## src/rtl/if_prefetch.sv

```systemverilog
// DLX instruction fetch unit: variable-latency imem handshake, DEPTH-entry prefetch
// queue and the IF/ID output register, with decode stall and branch redirect.
module if_prefetch #(
  parameter int unsigned DEPTH    = 4,
  parameter logic [31:0] RESET_PC = 32'h0000_0000
) (
  input  logic        clk,
  input  logic        reset,
  output logic        imem_req,
  output logic [31:0] imem_addr,
  input  logic        imem_ack,
  input  logic [0:31] imem_rdata,
  input  logic        branch,
  input  logic [31:0] branch_pc,
  input  logic        stall,
  output logic [0:31] inst_id,
  output logic [31:0] pc_plus_four_id,
  output logic        inst_valid_id
);
  localparam int unsigned   AW   = $clog2(DEPTH);
  localparam int unsigned   CW   = AW + 1;
  localparam logic [CW-1:0] FULL = CW'(DEPTH);

  localparam logic [1:0] ST_IDLE = 2'd0;
  localparam logic [1:0] ST_REQ  = 2'd1;
  localparam logic [1:0] ST_DROP = 2'd2;

  logic [1:0]    state_q, state_d;
  logic [31:0]   fpc_q, fpc_d;
  logic [31:0]   addr_q, addr_d;
  logic [CW-1:0] count_q, count_d, count_nx;
  logic [AW-1:0] rd_q, rd_d;
  logic [AW-1:0] wr_q, wr_d;
  logic [0:31]   inst_q, inst_d;
  logic [31:0]   ppf_q, ppf_d;
  logic          valid_q, valid_d;

  logic [0:31]   qinst_q [DEPTH];
  logic [31:0]   qppf_q  [DEPTH];

  logic enq, deq, load_out;

  assign enq      = (state_q == ST_REQ) && imem_ack && !branch;
  assign load_out = !stall || !valid_q;
  assign deq      = load_out && (count_q != '0);

  always_comb begin
    count_nx = count_q;
    if (enq && !deq) begin
      count_nx = count_q + 1'b1;
    end else if (deq && !enq) begin
      count_nx = count_q - 1'b1;
    end
  end

  always_comb begin
    state_d = state_q;
    fpc_d   = fpc_q;
    addr_d  = addr_q;
    count_d = count_nx;
    rd_d    = deq ? rd_q + 1'b1 : rd_q;
    wr_d    = enq ? wr_q + 1'b1 : wr_q;
    inst_d  = inst_q;
    ppf_d   = ppf_q;
    valid_d = valid_q;

    if (load_out) begin
      if (count_q != '0) begin
        inst_d  = qinst_q[rd_q];
        ppf_d   = qppf_q[rd_q];
        valid_d = 1'b1;
      end else begin
        inst_d  = '0;
        valid_d = 1'b0;
      end
    end

    case (state_q)
      ST_IDLE: if (count_q < FULL) state_d = ST_REQ;
      ST_REQ: begin
        if (enq) begin
          fpc_d   = fpc_q + 32'd4;
          addr_d  = fpc_q + 32'd4;
          state_d = (count_nx < FULL) ? ST_REQ : ST_IDLE;
        end
      end
      ST_DROP: begin
        if (imem_ack) begin
          state_d = ST_REQ;
          addr_d  = fpc_q;
        end
      end
      default: state_d = ST_IDLE;
    endcase

    // Redirect flushes everything; an unacked request must still complete at its
    // old address, so its response is swallowed in DROP before fetching the target.
    if (branch) begin
      fpc_d   = branch_pc;
      count_d = '0;
      rd_d    = '0;
      wr_d    = '0;
      inst_d  = '0;
      valid_d = 1'b0;
      ppf_d   = ppf_q;
      if ((state_q == ST_IDLE) || imem_ack) begin
        state_d = ST_REQ;
        addr_d  = branch_pc;
      end else begin
        state_d = ST_DROP;
        addr_d  = addr_q;
      end
    end
  end

  always_ff @(posedge clk) begin
    if (reset) begin
      state_q <= ST_IDLE;
      fpc_q   <= RESET_PC;
      addr_q  <= RESET_PC;
      count_q <= '0;
      rd_q    <= '0;
      wr_q    <= '0;
      inst_q  <= '0;
      ppf_q   <= '0;
      valid_q <= 1'b0;
    end else begin
      state_q <= state_d;
      fpc_q   <= fpc_d;
      addr_q  <= addr_d;
      count_q <= count_d;
      rd_q    <= rd_d;
      wr_q    <= wr_d;
      inst_q  <= inst_d;
      ppf_q   <= ppf_d;
      valid_q <= valid_d;
    end
  end

  always_ff @(posedge clk) begin
    if (enq && !reset) begin
      qinst_q[wr_q] <= imem_rdata;
      qppf_q[wr_q]  <= addr_q + 32'd4;
    end
  end

  assign imem_req        = (state_q != ST_IDLE);
  assign imem_addr       = addr_q;
  assign inst_id         = inst_q;
  assign pc_plus_four_id = ppf_q;
  assign inst_valid_id   = valid_q;
endmodule

```

## config.mk

```make
export PLATFORM = sky130hd
export DESIGN_NAME = if_prefetch
export DESIGN_NICKNAME = d
export VERILOG_FILES = /design/src/rtl/if_prefetch.sv
export SDC_FILE = /design/constraint.sdc
export NUM_CORES = 1
export LEC_CHECK = 0
export ABC_AREA = 1
export ABC_CLOCK_PERIOD_IN_PS = 5700
export BUFFER_PORTS_ARGS = -buffer_cell sky130_fd_sc_hd__buf_2
export CORE_AREA = 3 3 174 176
export DETAILED_ROUTE_END_ITERATION = 7
export DIE_AREA = 0 0 177 179
export PLACE_DENSITY = 0.79
export SETUP_SLACK_MARGIN = 0.5
export SYNTH_ARGS = -nofsm -noshare
export SYNTH_HDL_FRONTEND = slang
export SYNTH_SLANG_ARGS = --single-unit
```

## constraint.sdc

```tcl
create_clock -name clk -period 5.7 [get_ports clk]
set_input_delay 0.57 -clock clk [delete_from_list [all_inputs] [get_ports clk]]
set_output_delay 0.57 -clock clk [all_outputs]
set_load 0.05 [all_outputs]
```

### Word-level counts from Yosys, hierarchy flattened

Memory sizes are Yosys's and may differ from the RTL's. A register that Yosys moved wholly into a read port is not among the register bits.
Cells that the tools add are included.

* bits in registers: 106
* output and inout bits: 98
* logic and storage cells: 72
* memory bits (writable): 256
* input port bits: 69
* memories: 2

* $lt $le $gt $ge: 2
* bitwise gates (word level): 1
* equality and inequality tests: 6
* mux-type cells: 22
* $add $sub $neg: 6
* reduce and logical (&&, ||, !) cells: 25

Memories
* qinst_q: depth 4, bits a word 32, read ports 1, clocked after memory_dff 1, write ports 1, RTL line 38 `logic [0:31] qinst_q [DEPTH];`
* qppf_q: depth 4, bits a word 32, read ports 1, clocked after memory_dff 1, write ports 1, RTL line 39 `logic [31:0] qppf_q [DEPTH];`

Operators with widths (number)
* $mux 32: 7
* $add 32x3->32 const B: 2
* $pmux 32 s2: 1
* $mux 2: 7
* $ne 3x3->1 const B: 3
* $logic_and 1x1->1: 6
* $logic_not 1->1: 6
* $lt 3x3->1 const B: 2
* $mux 3: 2
* $pmux 2 s3: 1
* $reduce_and 3->1: 2
* $reduce_bool 2->1: 3
* $reduce_bool 3->1: 2
* $add 2x1->2 const B: 2
* $mux 1: 4
* $reduce_and 4->1: 1
* $add 3x1->3 const B: 1
* $sub 3x1->3 const B: 1
* $eq 2x1->1 const B: 1
* $eq 2x2->1 const B: 1
* $logic_not 2->1: 1
* $logic_or 1x1->1: 2
* $ne 2x1->1 const B: 1
* $reduce_and 2->1: 1
* other kinds (2): 2

### Depth between registers and ports, before layout

* depth in word-level cells: 12
* depth in mapped cells: 15
* mapped depth without buffers: 15

### Worst setup path after synthesis

Ideal clock, no wire load.

* path type: input to register
* from: in branch
* to: mem qinst_q[0][0] in the netlist's numbering (enable)
* arrival time: 3.810 ns
* buffers on the path: 1
* setup time: 0.486 ns
* path slack: 1.404 ns
* stages: 4
* data required time: 5.214 ns
* path through: buf_2 -> nor2_1 -> nand2_1 -> nor2_1

* longest elaborated chain between the ends: 5

Ends and longest elaborated chain
* from (decl): RTL line 13 `input logic branch,`
* $logic_not 1->1: RTL line 43 `assign enq = (state_q == ST_REQ) && imem_ack && !branch;`
* $logic_and 1x1->1: RTL line 43
* $logic_and 1x1->1: RTL line 141 `if (enq && !reset) begin`
* $mux 1: RTL line 141
* $mux 1 (implied by the code): RTL line 142 `qinst_q[wr_q] <= imem_rdata;`
* to (decl): RTL line 38

No other way between the ends.

### Worst setup path in the final report

* from: reg state_q[1]
* to: reg addr_q[2], in the netlist imem_addr[2]

* longest elaborated chain between the ends: 5
* elaborated cells between the ends (all ways): 13
* those cells by class: eq/ne: 5; mux: 2; reduce/logical: 6

Ends and longest elaborated chain
* from (decl): RTL line 28 `logic [1:0] state_q, state_d;`
* from (signal assigned): RTL line 128 `state_q <= state_d;`
* $eq 2x1->1: RTL line 43, 78
* $logic_and 1x1->1 (2 in a row): RTL line 43
* $ne 3x3->1 (no line)
* $reduce_and 4->1 (no line)
* to (signal assigned): RTL line 130 `addr_q <= addr_d;`
* to (decl): RTL line 30 `logic [31:0] addr_q, addr_d;`

Several ways; a longest one is shown, not always the timed one.
A chain may end at the register's enable or synchronous reset.

==> summary.md <==
| Metric | Value |
|---|---|
| Placed Area | `0.0179 sq mm` |
| Share of cells above drive strength 1 | `about 15%` |
| Die W | `177 microns` |
| Post-CTS Resized | `0` |
| Max Clock Freq | `344 MHz` |
| Final Setup Violations | `0` |
| Post-synth top flop | `edfxtp_1` |
| Initial antenna violation count | `0` |
| Nets@finish | `approximately 1900` |
| Worst Path Arrival | `3350 ps` |
| Clk_skew | `14.4 ps` |
| Die H | `179 microns` |
| GRT overflow | `0` |
| Global-route wire length before repair | `about 66 mm` |
| Vias in the first global route | `12400` |
| Startpoint types | `register` |
| Number of top-level pins | `about 170` |
| Distinct cells, synth | `39` |
| Largest net degree at the start of global routing | `71` |
| Clock transition at the registers of the reported paths | `60 ps` |
| H-tree levels | `2` |
| Outcome | `finished, final reports clean` |
| Clk Latency, worst-skew pair | `530 ps` |
| Crit share post-route | `51.0%` |
| CP most frequent cell | `inv_2` |
| Tmin final | `between 2000 and 3000 ps` |
| CP cell instances | `inv_2, nor2_4, inv_2, nand2_1, nand2_2, inv_2, o21ai_0, a31oi_1` |
| 1st-iter DRT viols | `1409` |
| Initial core utilization | `58.8%` |
| Avg Cell Area, Syn | `9.72 sq um` |
| Cell count after synthesis | `between 1500 and 2000` |
| Min-delay worst type | `in -> reg` |
| Vias/cell | `5.84` |
| Total Power | `6.85 mW` |
| Num CTS Buffers | `39` |
| RSZ-0062 raised after global routing | `no` |
| CP required | `6140 ps` |
| Die area | `0.0317 sq mm` |
| Fin. Hold Viols | `0` |
| DRT Wirelength | `42.6 mm` |
| Post-synthesis sequential area ratio | `62.0%` |
| GRT Util Overall | `26.3%` |
| Area growth from synthesis to layout | `13.3%` |
| Max incr delay on CP | `600 ps` |
| Final Max Tran Viols | `0` |
| Area occupied by multi-input gates | `0.00567 sq mm` |
| DRC errors left | `0` |
| Post-DRT Antenna Nets | `0` |
| Sequential standard cell area | `between 0.01 and 0.015 sq mm` |
| Power per cell area | `~360 mW/mm^2` |
| Hold-fix buffers at CTS | `0` |
| Clk buf depth | `3` |
| Drt wl/cell | `~19 microns` |
| Clock sinks | `~400` |
| Max cap viols | `0` |
| Rows | `62` |
| Yosys reg bits | `396` |
| Slew HR | `roughly a fifth` |
| FILL cells | `2178` |
| Hpwl dp | `between 20 and 30 mm` |
| Async set or reset register ratio after synthesis | `0%` |
| Core area | `0.0288 sq mm` |
| Vias | `13300` |
| YS warnings | `0` |
| Critical path type | `reg -> reg` |
| Leak | `7.22 nW` |
| Slowest-stage cell, CP | `inv_2` |
| Setup_tns | `0 ps` |
| CP Max Fanout | `44` |
| Post-Layout Inst Area | `0.0192 sq mm` |
| Clk root buf | `clkbuf_16` |
| IO buf count | `between 150 and 200` |
| Post-synth EDFFs | `256` |
| Maximum vdd drop | `between 0.2 and 0.3 mV` |
| Number of detailed-route iterations in the first pass | `6` |
| RePlAce Congestion | `0.933` |
| Final cell utilization of the core | `66.6%` |
| Post-CTS setup buffers | `0` |
| Syn nets | `roughly 1800` |
| CP endpoint kind | `register` |
| Least-Margin Pin Slew | `~1200 ps` |
| CTS tree | `done` |
| Mapped Area | `0.0169 sq mm` |
[sequential cells by signal (all words and copies together), names as in the netlist, named ones only]
name / flops
inst_valid_id: 1
qppf_q: 128
pc_plus_four_id: 32
imem_addr: 32
inst_id: 32
count_q: 3
qinst_q: 128
rd_q: 2
wr_q: 2
fpc_q: 32
state_q: 2
[cell usage after synthesis (4+ instances only)]
| cell type | n | share of area, % |
|---|---|---|
| a21oi_1 | 118 | 3.5 |
| a31oi_1 | 42 | 1.6 |
| buf_1 | 9 | 0.20 |
| buf_2 | 31 | 0.92 |
| buf_4 | 5 | 0.22 |
| clkbuf_1 | 46 | 1.0 |
| dfxtp_1 | 140 | 17 |
| edfxtp_1 | 256 | 45 |
| ha_1 | 11 | 0.81 |
| inv_1 | 89 | 2.0 |
| inv_2 | 10 | 0.22 |
| nand2_1 | 265 | 5.9 |
| nand2_2 | 11 | 0.41 |
| nand3_1 | 67 | 2.0 |
| nand4_1 | 6 | 0.22 |
| nor2_1 | 306 | 6.8 |
| nor2_2 | 8 | 0.30 |
| nor2_4 | 10 | 0.67 |
| nor3_1 | 5 | 0.15 |
| o211ai_1 | 4 | 0.18 |
| o21ai_0 | 202 | 6.0 |
| o21ai_1 | 9 | 0.27 |
| o21bai_1 | 7 | 0.31 |
| o32ai_1 | 32 | 1.7 |
| xnor2_1 | 15 | 0.78 |
| xor2_1 | 20 | 1.0 |
[power by group]
group / leakage, nW / total [mW] / internal, mW / switching (mW)
sequential: 3.47 / 3.33 / 3.19 / 0.135
clock: 0.608 / 2.51 / 1.46 / 1.06
combinational: 3.13 / 1.01 / 0.249 / 0.762
[cells in the final DEF, fill, tap and decap left out, types with 3 or more instances in the layout]
cell,instances
nor3_1,5
nor2_1,302
clkinv_1,7
o21bai_1,7
nand2_2,11
dfxtp_1,137
buf_4,12
xnor2_1,15
nand2_1,265
o21ai_1,9
nor2_4,14
o32ai_1,32
o211ai_1,4
inv_2,10
bufinv_16,3
dfxtp_2,3
a31oi_1,42
buf_2,166
xor2_1,20
ha_1,11
edfxtp_1,256
inv_1,89
a21oi_1,118
clkbuf_8,4
nand4_1,6
clkbuf_1,10
clkinv_2,5
clkbuf_16,39
nor2_2,8
nand3_1,67
o21ai_0,202
and2_1,3
[cell type report]
class | count | share of cell area (%)
Clock buffer | 53 | 5.57
Inverter | 100 | 1.96
Sequential cell | 396 | 54.7
Multi-Input combinational cell | 1153 | 29.5
Tap cell | 384 | 2.51
Clock inverter | 17 | 0.868
Timing Repair Buffer | 178 | 4.80
Antenna cell | 2 | 0.0261
[cell families (layout without fill, tap and decap cells)]
kind of cell,Yosys count,after routing,share of synthesized area (%)
flops,396,396,62.0
compound gates,419,419,13.7
other cells,0,2,0
xor+xnor,35,35,1.81
fa+ha+maj,11,11,0.813
simple gates,686,686,16.8
buf+inv,193,348,4.71
mux,2,2,0.118
[critical path: cells and delay by family (launching register included)]
family	cells	cell delay (ps)
AO/OA/AOI/OAI	2	350
buffers and inverters	3	1110
flip-flops	1	370
AND/OR/NAND/NOR	3	980
[path summary, 6_finish.rpt]
kind | startpoint | end | slack, ps | cells after the start
setup / recovery | state_q[1] | imem_addr[2] | 2790 | 8
hold / removal | imem_rdata[14] | qinst_q[2][17] | 270 | 1
setup reg to reg | state_q[1] | imem_addr[2] | 2790 | 8
hold reg to reg | inst_id[13] | inst_id[13] | 460 | 2
[per-stage QoR]
step | setup slack, ps | std cells | hold WS, ps
floorplan | 1400 | 1742 | 474
global placement | 2450 | 2211 | 449
detailed placement | 2410 | 2211 | 453
CTS | 2780 | 2281 | 247
global route | 2560 | 2281 | 252
finish | 2790 | 2283 | 268
[routing by layer]
metal	track usage (%)	wire (microns)
met1	36.9	17600
met2	42.0	19800
met3	4.21	3830
met4	9.30	1280
met5	0	0
Note: power is estimated with default switching activity, not from simulation.
